===== src/rtl/proc_pkg.sv =====
// proc_pkg: definitions shared by the RV64 front end. The fetch unit, the
// immediate generator and decode all use these.
//   XLEN     - architectural register / address width
//   INST_W   - instruction word width
//   NOP_INST - canonical NOP (addi x0, x0, 0), shown by decode while idle
//   fetch_state_t - fetch controller states
package proc_pkg;

  localparam int XLEN   = 64;
  localparam int INST_W = 32;

  localparam logic [INST_W-1:0] NOP_INST = 32'h0000_0013;

  typedef enum logic [1:0] {
    FETCH = 2'd0,
    HOLD  = 2'd1,
    KILL  = 2'd2,
    FAULT = 2'd3
  } fetch_state_t;

  // Instruction fetch targets must be word aligned. Only the two low
  // address bits take part in the test.
  function automatic logic is_aligned(input logic [1:0] low_bits);
    return low_bits == 2'b00;
  endfunction

endpackage


===== src/rtl/instr_fetch_unit.sv =====
// instr_fetch_unit: fetch stage of the RV64 core.
// Owns the PC. Fetches one 32-bit word at a time over a req/valid handshake
// and holds it, with its PC, for decode. A redirect flushes the current fetch.
// A misaligned redirect target stops the unit permanently, until reset.
//
// Ports
//   clk          in   clock, all state updates on the rising edge
//   reset        in   asynchronous, active-high reset
//   imem_req     out  fetch request; high while a transaction is open
//   imem_addr    out  fetch address (the pc register)
//   imem_valid   in   completes the transaction when imem_req is high
//   imem_rdata   in   instruction word, sampled on completion
//   inst         out  held instruction word
//   inst_pc      out  PC of inst
//   inst_valid   out  inst / inst_pc are valid for decode
//   inst_ready   in   decode takes inst this cycle
//   redirect     in   flush and restart fetch at redirect_pc
//   redirect_pc  in   new fetch target
//   fetch_fault  out  sticky: a misaligned redirect target was taken
module instr_fetch_unit
  import proc_pkg::*;
#(
  parameter logic [XLEN-1:0] RESET_PC = 64'h0
) (
  input  logic              clk,
  input  logic              reset,
  output logic              imem_req,
  output logic [XLEN-1:0]   imem_addr,
  input  logic              imem_valid,
  input  logic [INST_W-1:0] imem_rdata,
  output logic [INST_W-1:0] inst,
  output logic [XLEN-1:0]   inst_pc,
  output logic              inst_valid,
  input  logic              inst_ready,
  input  logic              redirect,
  input  logic [XLEN-1:0]   redirect_pc,
  output logic              fetch_fault
);

  fetch_state_t      state, state_next;
  logic [XLEN-1:0]   pc, pc_next;
  logic [XLEN-1:0]   tgt, tgt_next;
  logic [INST_W-1:0] inst_next;
  logic [XLEN-1:0]   inst_pc_next;
  logic [XLEN-1:0]   kill_dest;

  always_ff @(posedge clk or posedge reset) begin
    if (reset) begin
      state   <= FETCH;
      pc      <= RESET_PC;
      tgt     <= '0;
      inst    <= NOP_INST;
      inst_pc <= RESET_PC;
    end else begin
      state   <= state_next;
      pc      <= pc_next;
      tgt     <= tgt_next;
      inst    <= inst_next;
      inst_pc <= inst_pc_next;
    end
  end

  always_comb begin
    state_next   = state;
    pc_next      = pc;
    tgt_next     = tgt;
    inst_next    = inst;
    inst_pc_next = inst_pc;
    // In KILL, a redirect in the same cycle as completion overrides the
    // stored target. The latest redirect wins.
    kill_dest    = redirect ? redirect_pc : tgt;

    case (state)
      FETCH: begin
        if (redirect) begin
          if (imem_valid) begin
            // The word arriving now belongs to the old path, so drop it.
            if (is_aligned(redirect_pc[1:0])) begin
              pc_next = redirect_pc;
            end else begin
              state_next = FAULT;
            end
          end else begin
            // imem_addr must not change mid-transaction. Keep the target
            // and let the open request drain in KILL.
            tgt_next   = redirect_pc;
            state_next = KILL;
          end
        end else if (imem_valid) begin
          inst_next    = imem_rdata;
          inst_pc_next = pc;
          pc_next      = pc + XLEN'(4);
          state_next   = HOLD;
        end
      end

      HOLD: begin
        if (redirect) begin
          if (is_aligned(redirect_pc[1:0])) begin
            pc_next    = redirect_pc;
            state_next = FETCH;
          end else begin
            state_next = FAULT;
          end
        end else if (inst_ready) begin
          state_next = FETCH;
        end
      end

      KILL: begin
        if (redirect) begin
          tgt_next = redirect_pc;
        end
        if (imem_valid) begin
          // The target is checked for alignment only once the flushed
          // transaction has finished on the bus.
          if (is_aligned(kill_dest[1:0])) begin
            pc_next    = kill_dest;
            state_next = FETCH;
          end else begin
            state_next = FAULT;
          end
        end
      end

      FAULT: begin
        state_next = FAULT;
      end

      default: begin
        state_next = FETCH;
      end
    endcase
  end

  // The request is gated by reset so that imem_req is low while reset is
  // held, even though the reset state is FETCH.
  assign imem_req    = !reset && ((state == FETCH) || (state == KILL));
  assign imem_addr   = pc;
  assign inst_valid  = (state == HOLD);
  assign fetch_fault = (state == FAULT);

endmodule


===== config.mk =====
export PLATFORM = sky130hd
export DESIGN_NAME = instr_fetch_unit
export DESIGN_NICKNAME = d
export VERILOG_FILES = /design/src/rtl/proc_pkg.sv /design/src/rtl/instr_fetch_unit.sv
export SDC_FILE = /design/constraint.sdc
export NUM_CORES = 1
export LEC_CHECK = 0
export CAP_MARGIN = 20
export CORE_MARGIN = 1.5
export CORE_UTILIZATION = 47
export CTS_CLUSTER_DIAMETER = 200
export DETAILED_ROUTE_END_ITERATION = 8
export PLACE_DENSITY = 0.86
export SYNTH_ARGS = -nofsm -noshare
export SYNTH_HDL_FRONTEND = slang
export SYNTH_SLANG_ARGS = --single-unit

===== constraint.sdc =====
create_clock -name clk -period 8 [get_ports clk]
set_input_delay 1.6 -clock clk [delete_from_list [all_inputs] [get_ports clk]]
set_output_delay 1.6 -clock clk [all_outputs]
set_load 0.02 [all_outputs]

== Word-level counts from Yosys, hierarchy flattened ==
Index checks and enable logic that the tools add are counted.

* Bits in registers: 226
* Output and inout bits: 163
* Logic and storage cells: 53

* Bitwise logic cells: 1
* Mux-type cells: 22
* $add $sub $neg: 1
* Equal/unequal tests: 12
* Reductions and logical operators: 12

{| class="wikitable"
|+ Operator list
! operator !! number
|-
| two-way mux 64 bit || 10
|-
| case mux 64 bit (3 select lines) || 1
|-
| case mux 64 bit (2 select lines) || 1
|-
| adder 64 x 3 -> 64 bit, second input constant || 1
|-
| two-way mux 2 bit || 9
|-
| inequality test 2 bit, second input constant || 5
|-
| case mux 2 bit (4 select lines) || 1
|-
| zero test 2 bit || 3
|-
| AND reduction 3 bit || 2
|-
| AND reduction 5 bit || 1
|-
| == test 2 bit, second input constant || 2
|-
| inequality test 4 bit, second input constant || 1
|-
| AND reduction 4 bit || 1
|-
| inequality test 3 x 1 -> 1 bit, second input constant || 1
|-
| inequality test 3 bit, second input constant || 1
|-
| nonzero test 3 bit || 1
|-
| == test 2 x 1 -> 1 bit, second input constant || 1
|-
| inequality test 2 x 1 -> 1 bit, second input constant || 1
|-
| nonzero test 2 bit || 1
|-
| logical AND 1 bit || 1
|-
| zero test 1 bit || 1
|-
| logical OR 1 bit || 1
|-
| NOT 1 bit || 1
|}

== Depth between registers and ports, before layout ==
Gate-level depths: netlist (run 1).

* Depth in word-level cells: 5
* Gate-level depth with buffers: 11
* Mapped depth without buffers: 8

== Worst setup path after synthesis (run 1) ==
No wires, ideal clock.

* Kind: input to register
* From: input port redirect_pc[0]
* To: register pc[63], in the netlist imem_addr[63]
* Path buffers: 2
* Cell stages on the path: 8
* Path slack: 4394 ps
* Data required time: 7875 ps
* Data arrival time: 3482 ps
* Path through: clkbuf_1 -> or3b_1 -> a31oi_1 -> o211ai_1 -> clkbuf_1 -> or4_1 -> mux2i_1 -> a21oi_1

* Word-level cells in the longest chain between the ends: 5

{| class="wikitable"
|+ Ends and longest elaborated chain
! item !! RTL line !! RTL
|-
| start, declared || instr_fetch_unit.sv:36 || <nowiki>input logic [XLEN-1:0] redirect_pc,</nowiki>
|-
| zero test 2 bit || proc_pkg.sv:24 || <nowiki>return low_bits == 2'b00;</nowiki>
|-
| two-way mux 64 bit (3 in a row) || n/a ||
|-
| case mux 64 bit (3 select lines) || n/a ||
|-
| end signal, assigned || instr_fetch_unit.sv:56 || <nowiki>pc <= pc_next;</nowiki>
|-
| end, declared || instr_fetch_unit.sv:41 || <nowiki>logic [XLEN-1:0] pc, pc_next;</nowiki>
|}

Several ways; a longest one is shown, not always the timed one. The select of a mux whose other input is x is not followed.
A chain may end at the register's enable or synchronous reset.

== Worst setup path in the final report (run 1) ==
* From: input port redirect
* To: register pc[63], in the netlist imem_addr[63]

* Word-level cells in the longest chain between the ends: 4

{| class="wikitable"
|+ Ends and longest elaborated chain
! item !! RTL line !! RTL
|-
| start, declared || instr_fetch_unit.sv:35 || <nowiki>input logic redirect,</nowiki>
|-
| two-way mux 64 bit || n/a ||
|-
| zero test 2 bit / two-way mux 64 bit (equally long branches) || proc_pkg.sv:24, instr_fetch_unit.sv:117 ||
|-
| inequality test 2 bit (no source line) / two-way mux 64 bit (equally long branches) || n/a ||
|-
| AND reduction 5 bit (no source line) / case mux 64 bit (3 select lines) (equally long branches) || n/a ||
|}

Several ways; a longest one is shown, not always the timed one. The select of a mux whose other input is x is not followed.

==> results of run 1 <==
[Yosys cell counts (all sizes together) (3+ instances only)]
master   number  area share
a31oi        27       0.014
o22a          3      0.0021
inv          18      0.0055
nor3b         3      0.0018
or4           3      0.0021
nor2         68       0.021
o31a          4      0.0028
o32ai         4      0.0028
o21a          3      0.0018
nand2        84       0.025
and3         15      0.0076
nand3        24       0.011
buf          20      0.0081
or3           5      0.0026
nor4         12      0.0073
nor3         28       0.011
o2bb2ai      12      0.0085
nand4        19       0.010
and4          8      0.0057
a41oi         8      0.0057
a21oi        60       0.024
mux2i       104       0.084
and2          9      0.0045
nand2b        3      0.0015
o22ai        45       0.023
dfrtp       223        0.45
ha            6      0.0061
mux2        163        0.15
dfstp         3      0.0064
a221oi        9      0.0064
o31ai         3      0.0018
clkbuf       70       0.021
a211oi        3      0.0018
o21ai       113       0.046
[worst max-delay path, delay by kind of cell]
kind	cells	cell delay [ns]
buf+inv	3	1.58
simple gates	2	1.03
mux	1	0.15
compound gates	3	0.54
[stage by stage]
step | utilization | power (mW) | area (µm²) | cells
6_report | 0.622 | 6.45 | 16200 | 1774
5_1_grt | 0.621 | 6.82 | 16100 | 1773
4_1_cts | 0.618 | 6.44 | 16100 | 1770
3_5_place_dp | 0.586 | 5.22 | 15200 | 1728
3_3_place_gp | 0.585 | 5.06 | 15200 | 1727
2_1_floorplan | - | 4.00 | 12400 | 1208
[layer usage]
metal / vias to the layer above / global-route usage / wire [µm] / part of all wire
met4: 4 / 0.0905 / 1070 / 0.030
met5: - / 0 / 28 / 0.00078
li1: 4936 / - / - / -
met1: 5424 / 0.315 / 14200 / 0.40
met2: 557 / 0.434 / 17300 / 0.48
met3: 93 / 0.0629 / 3190 / 0.089
[kinds of logic after synthesis]
logic type / count (synthesis) / share of synthesized area
adder cells (fa/ha/maj): 6 / 0.00606
flip-flops: 226 / 0.457
buffers and inverters: 109 / 0.0351
AND/OR/NAND/NOR: 289 / 0.117
AO/OA/AOI/OAI: 311 / 0.153
multiplexers: 267 / 0.232
[final cells by class]
cell class                      instances  area (µm²)
Tap cell                              335         419
Timing Repair Buffer                  278        2820
Fill cell                            2071        9830
Clock buffer                           35         724
Clock inverter                          7         125
Multi-Input combinational cell        873        6320
Sequential cell                       226        5660
Antenna cell                            1        2.50
Inverter                               19        78.8
[where the power goes]
part | switching (mW) | internal, mW | leakage [nW]
clock | 0.477 | 0.726 | 0.416
combinational | 1.71 | 1.45 | 3.40
sequential | 0.449 | 1.64 | 2.84
total | 2.64 | 3.81 | 6.65
[flip-flops by register name, indices dropped and copies added, names as in the netlist]
register   cells
inst_pc       64
tgt           64
imem_addr     64
state          2
inst          32
[worst paths after layout]
check,start,cells past startpoint,end,slack (ns)
max,redirect,9,imem_addr[63]$_DFFE_PP0P_,3.47
min,inst_pc[58]$_DFFE_PP0P_,2,inst_pc[58]$_DFFE_PP0P_,0.48
max reg2reg,state[0]$_DFFE_PP0P_,9,imem_addr[1]$_DFFE_PP0P_,4.45
min reg2reg,inst_pc[58]$_DFFE_PP0P_,2,inst_pc[58]$_DFFE_PP0P_,0.48
max in group asynchronous,reset,5,inst[0]$_DFFE_PP1P_,5.14
min in group asynchronous,reset,2,inst[27]$_DFFE_PP0P_,1.42
==> results.cfg, run 1 <==
[sta]
rsz0062_at_grt = no
relSlewSlack = 0.291
finalCritPeriodShare = 0.566
timing.final.ws_setup_ns = 3.47
hold-worst-slack_ns = 0.478
drv_slew = 0
fin_skew_ns = 0.0210
finalSetupViolCount = 0
worst_pin_slew_ns = 1.06
finalCriticalPeriod_ns = 4.53
hold_violations = 0
timing.fmax_ghz = 0.221
tns_ns = 0

[route]
vias = 11000
wl_per_cell_um = 20.2
dr.pass1.iters = 5
drc = 0
via_per_inst = 6.21
ant_nets = 0
drt_iter0_drc = 1091
routed_wl_um = 35800

[clock_tree]
htree_num_levels = 1
cts_tree = done
insertion_delay_ns = 0.54
numCtsBuffers = 26
cts_setup_buffers = 0
cts-hold-fix-buffers = 0
cts_resized = 0
clk_pin_slew_worst_paths_ns = 0.06
cts_root_buffer = clkbuf_16
cts_buffer_depth = 3
clock-sinks = 226

[grt]
antenna_found_initial = 2
grt_max_degree = 147
gr-total-overflow = 0
first_global_vias = 11000
grtUsageTotal = 0.255
grt_pass1_wl_um = 56200

[critical_path]
crit_fanout = 85
crit_required_ns = 8.42
cpMaxStageDelayCell = buf_4
critPathLaunchType = primary input
crit_top_cell = buf_4
crit_path_end_kind = flip-flop
cp_cell_sequence = buf_4, buf_4, or3b_1, a31oi_1, o211ai_1, buf_4, or4_1, mux2i_1, a21oi_1
path_class = primary input to flip-flop
slowest_delay_ns = 0.69
cp.arrival_ns = 4.94

[flow_run]
drv_cap = 0

[logic_synthesis]
syn_inst = 1208
ys_async_sr_fraction = 1.00
ys_ff_latch = 226
synth_ff_type = dfrtp_1
synth_edf_count = 0
syn_area_per_cell_um2 = 10.2
synthesis.nets = 1315
yosys.cell_types.count = 63
synth_area_um2 = 12400
yosysSeqAreaShare = 0.457
ys_warn_count = 0

[placement]
dpl.hpwl_um = 23800
gp_congestion = 0.904
pre_cts_slack_ns = 2.97
port_buffers = 263

[floorplan]
die_y_um = 165
coreArea_um2 = 26000
die_x_um = 165
rows = 59
dieArea_um2 = 27300
top_level_ports = 264
start_util = 0.476

[power]
power.density_nw_per_um2 = 400
p_leak_nw = 6.65
ir_worst_vdd_mv = 0.246

[finish]
layout-drive-gt1-share = 0.163
nets = 1531
synthToLayoutAreaGrowth_pct = 30.5
final_common_cell = clkdlybuf4s50_1
final_cell_mix = clkdlybuf4s50_1 (262), dfrtp_1 (223), mux2_2 (163)

[worst_hold_path]
hp-class = flip-flop to flip-flop

[run_status]
status = finished, final reports clean
(Power assumes the default switching activity.)
==> inputs of run 2 (changes only) <==
clock period = 3.9 ns   (was 8 ns; I/O delays follow)
==> run 2 against run 1 <==
Against the previous run: clock skew shrank 0.0021 ns; total power is 110% higher; critical path type is now flip-flop to output pin; largest cell class unchanged; combinational power rose by 110%; clock power grew 120%; core utilization rose by 0.95 points; count of clock-buffer cells in the layout rose by 4; first-iteration DRC count is 13% lower.
==> results.cfg, run 2 (synthesized netlist as in run 1, its figures left out) <==
[power]
p_leak_nw = 6.78
ir_worst_vdd_mv = 0.471
power.density_nw_per_um2 = 830
swShare = 0.405
clockPowerShare = 0.195
p_sw_mw = 5.51
p_comb_frac = 0.492
seqPwrFrac = 0.313
internal-power_mw = 8.09

[sta]
timing.final.ws_setup_ns = 0.567
relSlewSlack = 0.251
drv_slew = 0
worst_pin_slew_ns = 1.12
finalCritPeriodShare = 0.855
finalSetupViolCount = 0
hold_violations = 0
tns_ns = 0
timing.fmax_ghz = 0.300
rsz0062_at_grt = no
finalCriticalPeriod_ns = 3.33
fin_skew_ns = 0.0189

[route]
ant_nets = 0
routed_wl_um = 36400
drc = 0
via_per_inst = 6.11
vias = 11000
drt_iter0_drc = 950
wl_per_cell_um = 20.3
dr.pass1.iters = 5

[clock_tree]
cts_buffer_depth = 3
clk_pin_slew_worst_paths_ns = 0.06
cts_resized = 0
cts-hold-fix-buffers = 0
cts_root_buffer = clkbuf_16
htree_num_levels = 1
cts_setup_buffers = 0
insertion_delay_ns = 0.56
cts_tree = done
numCtsBuffers = 26
clock-sinks = 226

[floorplan]
rows = 59
top_level_ports = 264
coreArea_um2 = 26000
dieArea_um2 = 27300
die_x_um = 165
start_util = 0.476
die_y_um = 165

[critical_path]
path_class = flip-flop to output pin
critPathLaunchType = flip-flop
crit_required_ns = 3.12
cp.arrival_ns = 2.55
crit_path_end_kind = output pin
crit_fanout = 12

[placement]
port_buffers = 263
pre_cts_slack_ns = 0.621
gp_congestion = 0.938
dpl_cell_area_um2 = 15500
dpl.hpwl_um = 25000

[finish]
layout-drive-gt1-share = 0.174
multi_input_area_um2 = 6320
fillers = 2099
final_common_cell = clkdlybuf4s50_1
final_cell_mix = clkdlybuf4s50_1 (262), dfrtp_1 (223), mux2_2 (163)
register_area_um2 = 5660
synthToLayoutAreaGrowth_pct = 32.5
nets = 1545
finalInstanceArea_um2 = 16400

[grt]
antenna_found_initial = 2
grtUsageTotal = 0.264
gr-total-overflow = 0
grt_max_degree = 81
grt_pass1_wl_um = 57300
first_global_vias = 10900

[flow_run]
drv_cap = 0

[run_status]
status = finished, final reports clean

[worst_hold_path]
hp-class = flip-flop to flip-flop
run 2: critical path, stage by stage, from the launching register on:
cell             delay, ns
dfrtp_1               0.42
inv_1                 0.12
ha_1                  0.52
nor2_1                0.22
nor2_1                0.13
clkdlybuf4s50_1       0.61
run 2: cell type report:
type                    count  area share
diodes                      1    0.000153
clock buffers              39      0.0469
clock inverters             9      0.0105
inverters                  19     0.00458
multi-input cells         873       0.385
flip-flops and latches    226       0.345
well taps                 335      0.0256
repair buffers            292       0.182
run 2: path summary, 6_finish.rpt:
path | start | to | slack, ns | depth (start not counted)
max | state[0]$_DFFE_PP0P_ | imem_req | 0.57 | 5
min | inst_pc[6]$_DFFE_PP0P_ | inst_pc[6]$_DFFE_PP0P_ | 0.48 | 2
max reg2reg | imem_addr[2]$_DFFE_PP0P_ | imem_addr[62]$_DFFE_PP0P_ | 0.84 | 7
min reg2reg | inst_pc[6]$_DFFE_PP0P_ | inst_pc[6]$_DFFE_PP0P_ | 0.48 | 2
max in group asynchronous | reset | tgt[36]$_DFFE_PP0P_ | 2.31 | 3
min in group asynchronous | reset | inst_pc[1]$_DFFE_PP0P_ | 0.73 | 2
run 2: per-layer routing:
layer  up-vias  global-route usage  share of wire
met2       558               0.435           0.48
met1      5326               0.338           0.40
met3        96              0.0619          0.093
li1       4978                   -              -
met5         -                   0        0.00036
met4         2              0.0962          0.031
run 2: through the flow:
step,power [mW],util,hold WS (ns),instances
global route,14.4,0.631,0.507,1793
detailed placement,10.9,0.595,0.470,1745
floorplan,8.20,-,0.473,1208
CTS,13.6,0.631,0.484,1793
global placement,10.6,0.594,0.462,1744
finish,13.6,0.631,0.480,1794
run 2: power groups by stage:
| stage | Clock, mW | Combinational (mW) | Sequential (mW) |
|---|---|---|---|
| 2_1_floorplan | 0 | 3.43 | 4.77 |
| 3_3_place_gp | 0 | 6.38 | 4.20 |
| 3_5_place_dp | 0 | 6.62 | 4.27 |
| 4_1_cts | 2.70 | 6.66 | 4.24 |
| 5_1_grt | 2.79 | 7.20 | 4.39 |
| 6_report | 2.65 | 6.69 | 4.26 |
==> inputs of run 3 (changes only) <==
CORE_UTILIZATION = 40   (was 47)
PLACE_DENSITY = 0.76   (was 0.86)
==> run 3 against run 2 <==
Against the previous run: via count decreased by 0.49%; register-to-register slack about the same; die area up 17%; sequential share of layout area is essentially flat; combinational power fell by 2%; largest power group unchanged; wire length increased by 0.40%; critical endpoint unchanged; critical path type unchanged; non-clock buffer count down 1; cell area up 0.14%; clock power down 2%; count of clock-buffer cells in the layout unchanged.
==> results.cfg, run 3 (synthesized netlist as in run 1, its figures left out) <==
[run_status]
status = finished, final reports clean

[clock_tree]
cts_tree = done
numCtsBuffers = 27
clock-sinks = 226
cts_root_buffer = clkbuf_16
clk_pin_slew_worst_paths_ns = 0.06
htree_num_levels = 1
cts_buffer_depth = 3
insertion_delay_ns = 0.54
cts_resized = 0
cts-hold-fix-buffers = 0
cts_setup_buffers = 0

[worst_hold_path]
hp-class = flip-flop to flip-flop

[route]
routed_wl_um = 36600
ant_nets = 0
via_per_inst = 5.88
wl_per_cell_um = 19.7
drt_iter0_drc = 782
drc = 0
vias = 10900
dr.pass1.iters = 5

[sta]
rsz0062_at_grt = no
hold_violations = 0
finalCriticalPeriod_ns = 3.39
worst_pin_slew_ns = 0.938
timing.final.ws_setup_ns = 0.512
finalCritPeriodShare = 0.869
finalSetupViolCount = 0
tns_ns = 0
timing.fmax_ghz = 0.295
fin_skew_ns = 0.0170
drv_slew = 0
relSlewSlack = 0.374

[power]
seqPwrFrac = 0.318
swShare = 0.404
p_comb_frac = 0.489
p_sw_mw = 5.43
internal-power_mw = 8.01
p_leak_nw = 6.76
clockPowerShare = 0.193
ir_worst_vdd_mv = 0.415
power.density_nw_per_um2 = 819

[finish]
synthToLayoutAreaGrowth_pct = 32.6
final_cell_mix = clkdlybuf4s50_1 (262), dfrtp_1 (223), mux2_2 (163)
fin_util = 0.538
layout-drive-gt1-share = 0.174
nets = 1545
final_common_cell = clkdlybuf4s50_1

[floorplan]
die_y_um = 179
rows = 64
start_util = 0.406
top_level_ports = 264
die_x_um = 179
dieArea_um2 = 32000
coreArea_um2 = 30500

[critical_path]
crit_top_cell = nor2_1
cpMaxStageDelayCell = clkdlybuf4s50_1
cp.arrival_ns = 2.61
critPathBufInv = 2
crit_required_ns = 3.12
crit_path_end_kind = output pin
path_delay_family = buffers and inverters
cp_cell_sequence = inv_1, ha_1, nor2_1, nor2_1, clkdlybuf4s50_1
crit_fanout = 12
slowest_delay_ns = 0.61
path_class = flip-flop to output pin
critPathLaunchType = flip-flop

[grt]
first_global_vias = 10600
grt_pass1_wl_um = 57300
grtUsageTotal = 0.225
grt_max_degree = 85
antenna_found_initial = 4
gr-total-overflow = 0

[placement]
port_buffers = 263
gp_congestion = 0.860
pre_cts_slack_ns = 0.509
dpl.hpwl_um = 25100

[flow_run]
drv_cap = 0
-- run 3: final timing paths --
path	startpoint	to	slack [ns]	cells after the start
max in group asynchronous	reset	inst[0]$_DFFE_PP1P_	2.31	3
min in group asynchronous	reset	state[0]$_DFFE_PP0P_	0.71	2
hold / removal	inst_pc[13]$_DFFE_PP0P_	inst_pc[13]$_DFFE_PP0P_	0.48	2
setup / recovery	state[0]$_DFFE_PP0P_	imem_req	0.51	5
hold reg to reg	inst_pc[13]$_DFFE_PP0P_	inst_pc[13]$_DFFE_PP0P_	0.48	2
setup reg to reg	state[0]$_DFFE_PP0P_	imem_addr[60]$_DFFE_PP0P_	0.84	8
-- run 3: area by class of cell --
type | instances | area, µm²
Tap cell | 396 | 495
Fill cell | 2610 | 14100
Multi-Input combinational cell | 873 | 6320
Clock buffer | 39 | 791
Antenna cell | 2 | 5.00
Timing Repair Buffer | 291 | 2950
Sequential cell | 226 | 5660
Clock inverter | 9 | 123
Inverter | 19 | 75.1
-- run 3: tightest hold or removal path: cells and delay by family, from the launching register on --
kind            cells  cell delay, ns
flops               1            0.34
compound gates      1            0.06
simple gates        1            0.04
-- run 3: layer usage --
| metal | GRT usage | vias up | share of wire |
|---|---|---|---|
| li1 | - | 4975 | - |
| met1 | 0.290 | 5416 | 0.42 |
| met2 | 0.374 | 454 | 0.48 |
| met3 | 0.0522 | 57 | 0.080 |
| met4 | 0.0677 | 4 | 0.023 |
| met5 | 0 | - | 0.00079 |
-- run 3: per-stage QoR --
step	instances	total power [mW]	instance area, µm²	hold WS [ns]
after floorplan	1208	8.20	12400	0.473
after global placement	1805	10.6	15500	0.466
after detailed placement	1805	10.8	15500	0.473
after CTS	1853	13.5	16400	0.488
after global routing	1854	14.3	16400	0.510
final	1855	13.4	16400	0.483
-- run 3: power groups by stage --
stage | sequential [mW] | clock [mW] | combinational [mW]
floorplan | 4.77 | 0 | 3.43
global placement | 4.22 | 0 | 6.41
detailed placement | 4.29 | 0 | 6.56
CTS | 4.26 | 2.65 | 6.59
global route | 4.40 | 2.74 | 7.14
finish | 4.27 | 2.59 | 6.58
